--- config.mk ---
export PLATFORM = sky130hd
export DESIGN_NAME = vga_scanout_flat
export DESIGN_NICKNAME = d
export VERILOG_FILES = /design/src/rtl/vga_scanout_if.sv /design/src/rtl/vga_scanout.sv /design/src/flat_wrapper.sv
export SDC_FILE = /design/constraint.sdc
export NUM_CORES = 1
export LEC_CHECK = 0
export ABC_AREA = 1
export ABC_CLOCK_PERIOD_IN_PS = 3680
export CAP_MARGIN = 20
export CORE_MARGIN = 1.5
export CORE_UTILIZATION = 45
export DETAILED_ROUTE_END_ITERATION = 7
export HOLD_SLACK_MARGIN = 0.03
export PLACE_DENSITY = 0.81
export SETUP_SLACK_MARGIN = 0.02
export SKIP_CTS_REPAIR_TIMING = 1
export SLEW_MARGIN = 20
export SYNTH_ARGS = -nofsm -noshare
export SYNTH_HDL_FRONTEND = slang
export SYNTH_SLANG_ARGS = --single-unit
--- constraint.sdc ---
create_clock -name clk -period 3.68 [get_ports clk]
set_clock_uncertainty 0.05 [all_clocks]
set_input_delay 1.104 -clock clk [delete_from_list [all_inputs] [get_ports clk]]
set_output_delay 1.104 -clock clk [all_outputs]
set_load 0.1 [all_outputs]
--- src/rtl/vga_scanout_if.sv ---
// vga_scanout_if: the bus between the scan-out stage and its surroundings.
//   VRAM side : vram_address (20b byte address), vram_r_data (8b, 1 clk later)
//   Video side: hsync/vsync (active low), de, red/green/blue (3/3/2),
//               frame_start (1-clk pulse with pixel 0,0), vblank
// Modports:
//   master - the scan-out block (drives address and video, takes read data)
//   slave  - VRAM / display sink (drives read data, observes the rest)
interface vga_scanout_if;
  logic [19:0] vram_address;
  logic [7:0]  vram_r_data;
  logic        hsync;
  logic        vsync;
  logic        de;
  logic [2:0]  red;
  logic [2:0]  green;
  logic [1:0]  blue;
  logic        frame_start;
  logic        vblank;

  modport master (
    output vram_address, hsync, vsync, de, red, green, blue, frame_start, vblank,
    input  vram_r_data
  );

  modport slave (
    input  vram_address, hsync, vsync, de, red, green, blue, frame_start, vblank,
    output vram_r_data
  );
endinterface

--- src/rtl/vga_scanout.sv ---
// vga_scanout: VGA raster generator and framebuffer scan-out.
// Fetches one RGB332 byte per pixel clock from VRAM and decodes it to colour.
// The framebuffer is (H_ACTIVE>>SCALE_SHIFT) x (V_ACTIVE>>SCALE_SHIFT) bytes
// at a base address sampled once per frame; each byte is replicated
// 2**SCALE_SHIFT times in both axes.
// Ports:
//   clk, rst    - pixel clock, synchronous active-high reset
//   enable_i    - scan-out enable, sampled at frame start
//   fb_base_i   - framebuffer base byte address, sampled at frame start
//   bus         - vga_scanout_if.master (VRAM read port + video outputs)
// Pipeline: stage 0 counters -> stage 1 vram_address -> stage 2 colour
// capture; sync/de/vblank/frame_start ride two register stages alongside.
module vga_scanout #(
  parameter int H_ACTIVE    = 640,
  parameter int H_FP        = 16,
  parameter int H_SYNC      = 96,
  parameter int H_BP        = 48,
  parameter int V_ACTIVE    = 480,
  parameter int V_FP        = 10,
  parameter int V_SYNC      = 2,
  parameter int V_BP        = 33,
  parameter int SCALE_SHIFT = 1
) (
  input  logic         clk,
  input  logic         rst,
  input  logic         enable_i,
  input  logic [19:0]  fb_base_i,
  vga_scanout_if.master bus
);
  localparam int H_TOTAL  = H_ACTIVE + H_FP + H_SYNC + H_BP;
  localparam int V_TOTAL  = V_ACTIVE + V_FP + V_SYNC + V_BP;
  localparam int FB_WIDTH = H_ACTIVE >> SCALE_SHIFT;
  localparam int HW       = $clog2(H_TOTAL);
  localparam int VW       = $clog2(V_TOTAL);

  localparam logic [HW-1:0] H_LAST     = HW'(H_TOTAL - 1);
  localparam logic [HW-1:0] H_VIS_END  = HW'(H_ACTIVE);
  localparam logic [HW-1:0] H_SYNC_BEG = HW'(H_ACTIVE + H_FP);
  localparam logic [HW-1:0] H_SYNC_END = HW'(H_ACTIVE + H_FP + H_SYNC);
  localparam logic [VW-1:0] V_LAST     = VW'(V_TOTAL - 1);
  localparam logic [VW-1:0] V_VIS_END  = VW'(V_ACTIVE);
  localparam logic [VW-1:0] V_SYNC_BEG = VW'(V_ACTIVE + V_FP);
  localparam logic [VW-1:0] V_SYNC_END = VW'(V_ACTIVE + V_FP + V_SYNC);
  localparam logic [VW-1:0] V_GRP_MASK = VW'((1 << SCALE_SHIFT) - 1);
  localparam logic [19:0]   FB_STEP    = 20'(FB_WIDTH);

  typedef struct packed {
    logic hs;   // active low
    logic vs;   // active low
    logic vis;  // visible pixel with scan-out enabled
    logic vb;
    logic fs;
  } ctl_t;

  localparam ctl_t CTL_IDLE = '{hs: 1'b1, vs: 1'b1, vis: 1'b0, vb: 1'b0, fs: 1'b0};

  logic [HW-1:0] h_q, h_d;
  logic [VW-1:0] v_q, v_d;
  logic [19:0]   off_q, off_d;     // (v>>S)*FB_WIDTH, kept incrementally
  logic [19:0]   base_q;           // frame shadow of fb_base_i
  logic          en_q;             // frame shadow of enable_i
  logic [19:0]   addr_q, addr_d;
  logic          frame0;
  logic [19:0]   base_eff;
  logic          en_eff;
  ctl_t          ctl0, ctl1_q, ctl2_q;
  logic [7:0]    rgb_q;

  always_comb begin
    frame0 = (h_q == '0) && (v_q == '0);
    // The shadow registers load on the same edge that registers the address
    // for pixel (0,0), so that pixel must bypass them.
    base_eff = frame0 ? fb_base_i : base_q;
    en_eff   = frame0 ? enable_i  : en_q;

    h_d   = h_q + HW'(1);
    v_d   = v_q;
    off_d = off_q;
    if (h_q == H_LAST) begin
      h_d = '0;
      if (v_q == V_LAST) begin
        v_d   = '0;
        off_d = '0;
      end else begin
        v_d = v_q + VW'(1);
        // Advance one framebuffer row after each group of replicated lines.
        if (((v_q + VW'(1)) & V_GRP_MASK) == '0) off_d = off_q + FB_STEP;
      end
    end

    ctl0.hs  = !((h_q >= H_SYNC_BEG) && (h_q < H_SYNC_END));
    ctl0.vs  = !((v_q >= V_SYNC_BEG) && (v_q < V_SYNC_END));
    ctl0.vis = (h_q < H_VIS_END) && (v_q < V_VIS_END) && en_eff;
    ctl0.vb  = (v_q >= V_VIS_END);
    ctl0.fs  = frame0;

    // Address wraps naturally at 20 bits; it holds outside fetch slots.
    addr_d = ctl0.vis ? (base_eff + off_q + 20'(h_q >> SCALE_SHIFT)) : addr_q;
  end

  always_ff @(posedge clk) begin
    if (rst) begin
      h_q    <= '0;
      v_q    <= '0;
      off_q  <= '0;
      base_q <= '0;
      en_q   <= 1'b0;
      addr_q <= '0;
      ctl1_q <= CTL_IDLE;
      ctl2_q <= CTL_IDLE;
      rgb_q  <= '0;
    end else begin
      h_q    <= h_d;
      v_q    <= v_d;
      off_q  <= off_d;
      if (frame0) begin
        base_q <= fb_base_i;
        en_q   <= enable_i;
      end
      addr_q <= addr_d;
      ctl1_q <= ctl0;
      ctl2_q <= ctl1_q;
      rgb_q  <= ctl1_q.vis ? bus.vram_r_data : 8'h00;
    end
  end

  assign bus.vram_address = addr_q;
  assign bus.hsync        = ctl2_q.hs;
  assign bus.vsync        = ctl2_q.vs;
  assign bus.de           = ctl2_q.vis;
  assign bus.vblank       = ctl2_q.vb;
  assign bus.frame_start  = ctl2_q.fs;
  assign bus.red          = rgb_q[7:5];
  assign bus.green        = rgb_q[4:2];
  assign bus.blue         = rgb_q[1:0];
endmodule

--- src/flat_wrapper.sv ---
// flat-port wrapper written by rule: the top's interface ports become plain ports
module vga_scanout_flat 
#(
  parameter int H_ACTIVE    = 640,
  parameter int H_FP        = 16,
  parameter int H_SYNC      = 96,
  parameter int H_BP        = 48,
  parameter int V_ACTIVE    = 480,
  parameter int V_FP        = 10,
  parameter int V_SYNC      = 2,
  parameter int V_BP        = 33,
  parameter int SCALE_SHIFT = 1
)
  (clk, rst, enable_i, fb_base_i, bus_vram_address, bus_hsync, bus_vsync, bus_de, bus_red, bus_green, bus_blue, bus_frame_start, bus_vblank, bus_vram_r_data);
  vga_scanout_if bus_i ();
  input  logic clk;
  input  logic rst;
  input  logic enable_i;
  input  logic [19:0] fb_base_i;
  output wire logic [$bits(bus_i.vram_address)-1:0] bus_vram_address;
  output wire logic [$bits(bus_i.hsync)-1:0] bus_hsync;
  output wire logic [$bits(bus_i.vsync)-1:0] bus_vsync;
  output wire logic [$bits(bus_i.de)-1:0] bus_de;
  output wire logic [$bits(bus_i.red)-1:0] bus_red;
  output wire logic [$bits(bus_i.green)-1:0] bus_green;
  output wire logic [$bits(bus_i.blue)-1:0] bus_blue;
  output wire logic [$bits(bus_i.frame_start)-1:0] bus_frame_start;
  output wire logic [$bits(bus_i.vblank)-1:0] bus_vblank;
  input wire logic [$bits(bus_i.vram_r_data)-1:0] bus_vram_r_data;
  assign bus_vram_address = bus_i.vram_address;
  assign bus_hsync = bus_i.hsync;
  assign bus_vsync = bus_i.vsync;
  assign bus_de = bus_i.de;
  assign bus_red = bus_i.red;
  assign bus_green = bus_i.green;
  assign bus_blue = bus_i.blue;
  assign bus_frame_start = bus_i.frame_start;
  assign bus_vblank = bus_i.vblank;
  assign bus_i.vram_r_data = bus_vram_r_data;
  vga_scanout #(.H_ACTIVE(H_ACTIVE), .H_FP(H_FP), .H_SYNC(H_SYNC), .H_BP(H_BP), .V_ACTIVE(V_ACTIVE), .V_FP(V_FP), .V_SYNC(V_SYNC), .V_BP(V_BP), .SCALE_SHIFT(SCALE_SHIFT)) u_core (.clk(clk), .rst(rst), .enable_i(enable_i), .fb_base_i(fb_base_i), .bus(bus_i));
endmodule
==> impl_metrics.toml <==
[clock_tree]
clock_tree.buffer_depth = 2
clk-insertion-delay-late_ns = 0.35
cts_tree = "done"
clock-sinks = 93
cts.clk_slew.worst_paths_ns = 0.07
cts-htree-levels = 3
ctsRootBufferMaster = "sky130_fd_sc_hd__clkbuf_16"
numCtsBuffers = 9

[floorplan]
initial_utilization = 0.462
die_area_mm2 = 0.0130
die-height_um = 114
core-area_mm2 = 0.0120
die_width_um = 114
placement_rows = 40
boundaryPins = 64

[global_route]
globalRouteTotalUtil = 0.206
first_global_vias = 4789
grt_pass1_wl_um = 21500
grt.overflow.total = 0
antenna_found_initial = 0
grt_max_degree = 52

[synth]
netlist_instances = 759
synth_top_cells_by_area = "sky130_fd_sc_hd__dfxtp_1 34%, sky130_fd_sc_hd__ha_1 10%, sky130_fd_sc_hd__nand2_1 9.5%"
async_flop_share = 0
ys.flop_type = "sky130_fd_sc_hd__dfxtp_1"
synth-compound-area-share = 0.134
post-synth-top-area-cell = "sky130_fd_sc_hd__dfxtp_1"
syn-num-nets = 840
register_bit_total_from_synthesis = 93
synth.avg_cell_area_um2 = 7.32
synthSimpleGateAreaFrac = 0.282
synthesis.area_mm2 = 0.00555
yosysTopAreaCellShare = 0.335
synth-seq-area-share = 0.335
synth-adder-area-share = 0.118
synth_warnings = 0
xor_xnor_fraction_of_synth_area = 0.0268
dominant_combinational_cell_family_by_area_after_synthesis = "simple AND/OR/NAND/NOR gates"
number_of_flops_mapped_to_enable_cells_by_yosys = 0
multiplexer_share_of_the_synthesized_area = 0.00541
post_synth_num_cell_types = 44

[drt]
routed_wl_um = 12700
detailedRoute.firstIterationViolations = 224
drt-wirelength-per-cell_um = 12.9
post-route-drc-count = 0
vias_per_cell = 5.00
drt.antenna.violating_nets = 0
drtPass1Iterations = 5
routed_via_count = 4932

[critical_path]
max_stage_delay_ns = 0.48
cpLargestDelayFamily = "simple AND/OR/NAND/NOR gates"
setup.worst_path.start_class = "flop"
cp_slowest_cell = "sky130_fd_sc_hd__fa_1"
startpoint_of_the_lowest_slack_register_to_register_path = "u_core.v_q[1]"
regToRegEndpoint = "u_core.bus.vram_address[15]"
crit_cells = 19
critical_path.max_fanout = 5
cp_cell_sequence = "inv_1 > ha_1 > nand2_2 > nor2_4 > nand3_2 > mux2i_1 > fa_1 > inv_1 > ha_1 > nand2_1 > inv_1 > nand2_1 > nand2_1 > nand2_1 > nand3_1 > nand2_1 > nand3b_1 > a21oi_2 > nor2_1"
timing.critical_path.arrival_ns = 3.60
reg2reg_depth = 19
critPathBufInv = 3
r2r_slack_ns = 0.28
timing.critical_path.to_type = "flop"
cp.required_ns = 3.88
crit_type = "reg2reg"
crit_top_cell = "sky130_fd_sc_hd__nand2_1"

[layout]
final_cell_utilization_of_the_core = 0.553
synthToLayoutAreaGrowth_pct = 19.6
number_of_fillers_in_the_final_layout = 1144
ff_latch_area_mm2 = 0.00186
final_net_count = 916
antenna_cells = 0
final_cell_mix = "141 x sky130_fd_sc_hd__nand2_1, 104 x sky130_fd_sc_hd__inv_1, 92 x sky130_fd_sc_hd__dfxtp_1"
drive_gt1_frac = 0.156
multiInputGateArea_mm2 = 0.00318
mostFrequentLayoutCell = "sky130_fd_sc_hd__nand2_1"

[placed_design]
portBuffers = 63
placement.setup.worst_slack_ns = -0.0772
gp_routability_congestion = 0.890
dp.final_hpwl_um = 9420

[sta]
post-route-period-util = 0.925
hold_slack_ns = 0.350
finalHoldViolCount = 0
slew_headroom = 0.521
max_frequency_mhz = 294
setup_tns_ns = 0
finalSetupViolCount = 0
slew_worst_pin_ns = 0.711
layout_setup_ws_ns = 0.277
grt_setup_unrepaired = "no"
timing.final.max_slew_violations = 0
min_period_ns = 3.40

[job]
max_cap_violations = 0

[worst_hold_path]
hold_path.class = "reg2reg"
min_path_cells = 2
hold_path.startpoint = "u_core.ctl1_q[1]"
hold_path_end = "u_core.bus.vblank"

[power]
static-leakage-power_nw = 3.19
report.power.total_mw = 2.83
peakVddDrop_v = 0.000400
power_density_mw_per_mm2 = 427

[run_status]
status = "finished clean"
==> synthesized netlist by cell type, drive strengths merged, types with 4 or more instances <==
master,count
dfxtp,93
nor2,94
clkbuf,6
fa,4
buf,11
nand3,40
ha,46
a211oi,15
nand4,15
nand3b,6
o21ai,25
a21oi,76
or2,17
nor3,14
nand2,150
inv,109
xor2,13
xnor2,4
==> how the worst max path moves through the flow <==
stage,start,slack [ns],endpoint
6_report,u_core.v_q[1],0.28,u_core.bus.vram_address[15]
5_1_grt,u_core.v_q[1],0.02,u_core.bus.vram_address[19]
4_1_cts,u_core.v_q[1],0.17,u_core.bus.vram_address[19]
3_5_place_dp,fb_base_i[1],-0.08,u_core.bus.vram_address[13]
3_3_place_gp,fb_base_i[1],-0.06,u_core.bus.vram_address[13]
2_1_floorplan,u_core.v_q[0],0.23,u_core.bus.vram_address[13]
==> layout make-up <==
class | instances | area share
clock inverters | 4 | 0.00715
inverters | 111 | 0.0638
repair buffers | 82 | 0.105
flip-flops and latches | 93 | 0.280
clock buffers | 11 | 0.0380
multi-input cells | 538 | 0.478
well taps | 147 | 0.0277
==> sequential cells by signal, indices dropped and copies added (netlist names) <==
signal,count
u_core.ctl1_q,5
u_core.bus.vram_address,20
u_core.off_q,14
u_core.rgb_q,8
u_core.h_q,10
u_core.v_q,10
u_core.bus.vsync,1
u_core.bus.vblank,1
u_core.bus.de,1
u_core.bus.frame_start,1
u_core.base_q,20
u_core.en_q,1
u_core.bus.hsync,1
==> power breakdown <==
part	internal [mW]	switching, mW
Combinational	0.247	0.543
Sequential	1.07	0.0265
Clock	0.557	0.389
==> stage by stage <==
| stage | std cells | area, um2 |
|---|---|---|
| after floorplan | 759 | 5550 |
| after global placement | 971 | 6310 |
| after detailed placement | 971 | 6310 |
| after CTS | 986 | 6610 |
| after global routing | 986 | 6650 |
| final | 986 | 6650 |
==> worst register-to-register path: stages (launching register included) <==
cell                       delay [ns]
sky130_fd_sc_hd__dfxtp_1         0.35
sky130_fd_sc_hd__inv_1           0.09
sky130_fd_sc_hd__ha_1            0.20
sky130_fd_sc_hd__nand2_2         0.08
sky130_fd_sc_hd__nor2_4          0.17
sky130_fd_sc_hd__nand3_2         0.19
sky130_fd_sc_hd__mux2i_1         0.35
sky130_fd_sc_hd__fa_1            0.48
sky130_fd_sc_hd__inv_1           0.07
sky130_fd_sc_hd__ha_1            0.28
sky130_fd_sc_hd__nand2_1         0.13
sky130_fd_sc_hd__inv_1           0.05
sky130_fd_sc_hd__nand2_1         0.06
sky130_fd_sc_hd__nand2_1         0.06
sky130_fd_sc_hd__nand2_1         0.06
sky130_fd_sc_hd__nand3_1         0.14
sky130_fd_sc_hd__nand2_1         0.15
sky130_fd_sc_hd__nand3b_1        0.12
sky130_fd_sc_hd__a21oi_2         0.15
sky130_fd_sc_hd__nor2_1          0.05
==> kinds of logic after synthesis <==
logic type,after synthesis
adders and majority gates,50
muxes,3
DFF,93
AOI/OAI and AO/OA,127
xor gates and xnor gates,17
buffers and inverters,128
and+or+nand+nor,341
==> routing by layer <==
layer  GRT usage  routed length, um
met5           0                  0
met4      0.0600                216
met1       0.261               6120
met2       0.346               5750
met3      0.0577                643
Power figures use the tool's default switching activity.
==> RTL change, RTL diff (same settings) <==
`H_BP` is set to 48 in 2 places; all go to 24.
--- a/src/rtl/vga_scanout.sv
+++ b/src/rtl/vga_scanout.sv
@@ -15,5 +15,5 @@
   parameter int H_FP        = 16,
   parameter int H_SYNC      = 96,
-  parameter int H_BP        = 48,
+  parameter int H_BP        = 24,
   parameter int V_ACTIVE    = 480,
   parameter int V_FP        = 10,
--- a/src/flat_wrapper.sv
+++ b/src/flat_wrapper.sv
@@ -5,5 +5,5 @@
   parameter int H_FP        = 16,
   parameter int H_SYNC      = 96,
-  parameter int H_BP        = 48,
+  parameter int H_BP        = 24,
   parameter int V_ACTIVE    = 480,
   parameter int V_FP        = 10,
Formal check against the unedited RTL: same outputs for any inputs over 10 cycles, from zero or initial values and one cycle with rst high; that may be too few to reach the edited logic, so the function may still have changed.
==> RTL change against the unedited design <==
- design area is 0.75% lower
- power is 3.2% higher
- area after synthesis is 1.1% lower
- worst setup slack worse by 0.041 ns
- final cell count is 0.41% higher
- routed wire length is 3.3% lower
- synthesized cell count is 1.2% higher
- sequential cell count stayed put
==> RTL change: results (changes against the unedited design) <==
[job]
maxCapViolCount=0  ; unchanged

[synthesis]
synthMuxAreaShare_pct=0.5468  ; +0.0062 points
synthDistinctLibCells=45  ; +2.3%
yosys_warnings=0  ; unchanged
syn_inst=768  ; +1.2%
synth-compound-area-share_pct=12.17  ; -1.3 points
synth.area.top_cells=dfxtp_1, ha_1, nand2_1
synth_xor_area_share_pct=2.711  ; +0.031 points
synth-adder-area-share_pct=11.94  ; +0.13 points
yosys-top-cells-count=nand2_1, inv_1, nor2_1, dfxtp_1, a21oi_1
seq_area_frac_synth_pct=33.90  ; +0.38 points
syn-num-nets=849  ; +1.1%

[min_path]
worstHoldPathType=flip-flop to flip-flop

[global_route]
grt_pass1_wl_mm=20.75  ; -3.4%
grt_use_total_pct=19.95  ; -0.70 points
grt_max_degree=48  ; -7.7%
grt_pass1_vias=4623  ; -3.5%

[outcome]
status=finished clean

[routing]
wire_per_inst_um=12.44  ; -3.7%
avgViaCountPerCell=5.004  ; about the same
drtIter0Drc=291  ; +30%
dr.pass1.iters=4  ; -1

[finish]
finalNetCount=919  ; +0.33%
final_cell_count_no_fill=990  ; +0.41%
fill_cells=1116  ; -2.4%
layout-drive-gt1-share_pct=12.57  ; -3.0 points

[die]
die_area_um2=12880  ; -1.1%

[pwr]
p_leak_uw=0.003203  ; +0.27%
ir_drop_mv=0.2153  ; -46%

[placement]
placed_cells=974  ; +0.31%
dp_hpwl_mm=9.185  ; -2.5%
post-place-ws_ns=-0.04824  ; +0.02892 ns
placed_cell_area_um2=6211  ; -1.6%
gp_congestion=0.9240  ; +3.9%

[timing]
worst_slew_pin_slew_ns=0.5734  ; -0.1375 ns

[setup_path]
critPathMaxFanout=8  ; +3
arrival_ns=3.63  ; +0.03 ns

[clock_tree]
clkLatencyLatePin_ns=0.36
clockBufferDepth=2  ; unchanged

==> RTL change: cell count changes after synthesis, sizes merged, moves of 2 or more <==
cell / delta
a21oi: -12
nand3b: -2
inv: +7
nand3: +7
nor3: +6
o21bai: -2
nor2: +13
o21ai: +3
nand2: -12
==> RTL change: cells by family after synthesis <==
kind of cell / Yosys count
adder cells (fa/ha/maj): 50
flip-flops: 93
AO/OA/AOI/OAI: 117
buffers and inverters: 134
XOR/XNOR: 17
multiplexers: 3
AND/OR/NAND/NOR: 354
==> RTL change: path summary, 6_finish.rpt <==
path	from	endpoint	slack, ns	cells after the start
setup / recovery	u_core.v_q[0]$_SDFFE_PP0P_	u_core.bus.vram_address[14]$_SDFFE_PP0P_	0.24	20
hold / removal	u_core.ctl1_q[4]$_SDFF_PP1_	u_core.bus.hsync$_SDFF_PP1_	0.35	1
setup reg to reg	u_core.v_q[0]$_SDFFE_PP0P_	u_core.bus.vram_address[14]$_SDFFE_PP0P_	0.24	20
hold reg to reg	u_core.ctl1_q[4]$_SDFF_PP1_	u_core.bus.hsync$_SDFF_PP1_	0.35	1
==> RTL change: layout make-up <==
type / instances / share of cell area (%)
Clock buffer: 13 / 3.946
Clock inverter: 3 / 1.024
Inverter: 118 / 6.944
Multi-Input combinational cell: 541 / 47.47
Sequential cell: 93 / 28.23
Tap cell: 147 / 2.789
Timing Repair Buffer: 75 / 9.600
==> RTL change: routing by layer <==
metal | global-route usage, % | up-vias | routed length, um
li1 | - | 2628 | -
met1 | 25.60 | 2196 | 5846
met2 | 33.33 | 108 | 5570
met3 | 4.410 | 22 | 683
met4 | 6.583 | 0 | 210
met5 | 0 | - | 0
==> RTL change: where the power goes <==
part	total [uW]	internal (uW)	switching, uW	leakage, uW
Combinational	803	240	563	0.00229
Clock	1020	633	389	0.000156
Sequential	1100	1070	25.8	0.000760
Total	2920	1950	978	0.00320
==> RTL change: critical path, cell delays in order, from the launching register on <==
cell,delay [ns]
dfxtp_1,0.32
inv_1,0.08
ha_2,0.20
nand2_1,0.05
inv_1,0.05
nand2_1,0.07
nor2_4,0.12
nand3_4,0.11
buf_4,0.22
mux2i_2,0.29
fa_1,0.47
inv_1,0.08
ha_1,0.28
a21oi_1,0.21
nor2_1,0.06
nor2_1,0.15
nor2_1,0.06
nor2_1,0.14
nand3b_1,0.10
a21oi_1,0.15
nor2_1,0.05
==> RTL change: stage by stage <==
step,TNS (ns),utilization [%]
2_1_floorplan,0,-
3_3_place_gp,-0.04300,51.92
3_5_place_dp,-0.09222,51.92
4_1_cts,0,54.67
5_1_grt,-0.01989,55.14
6_report,0,55.14
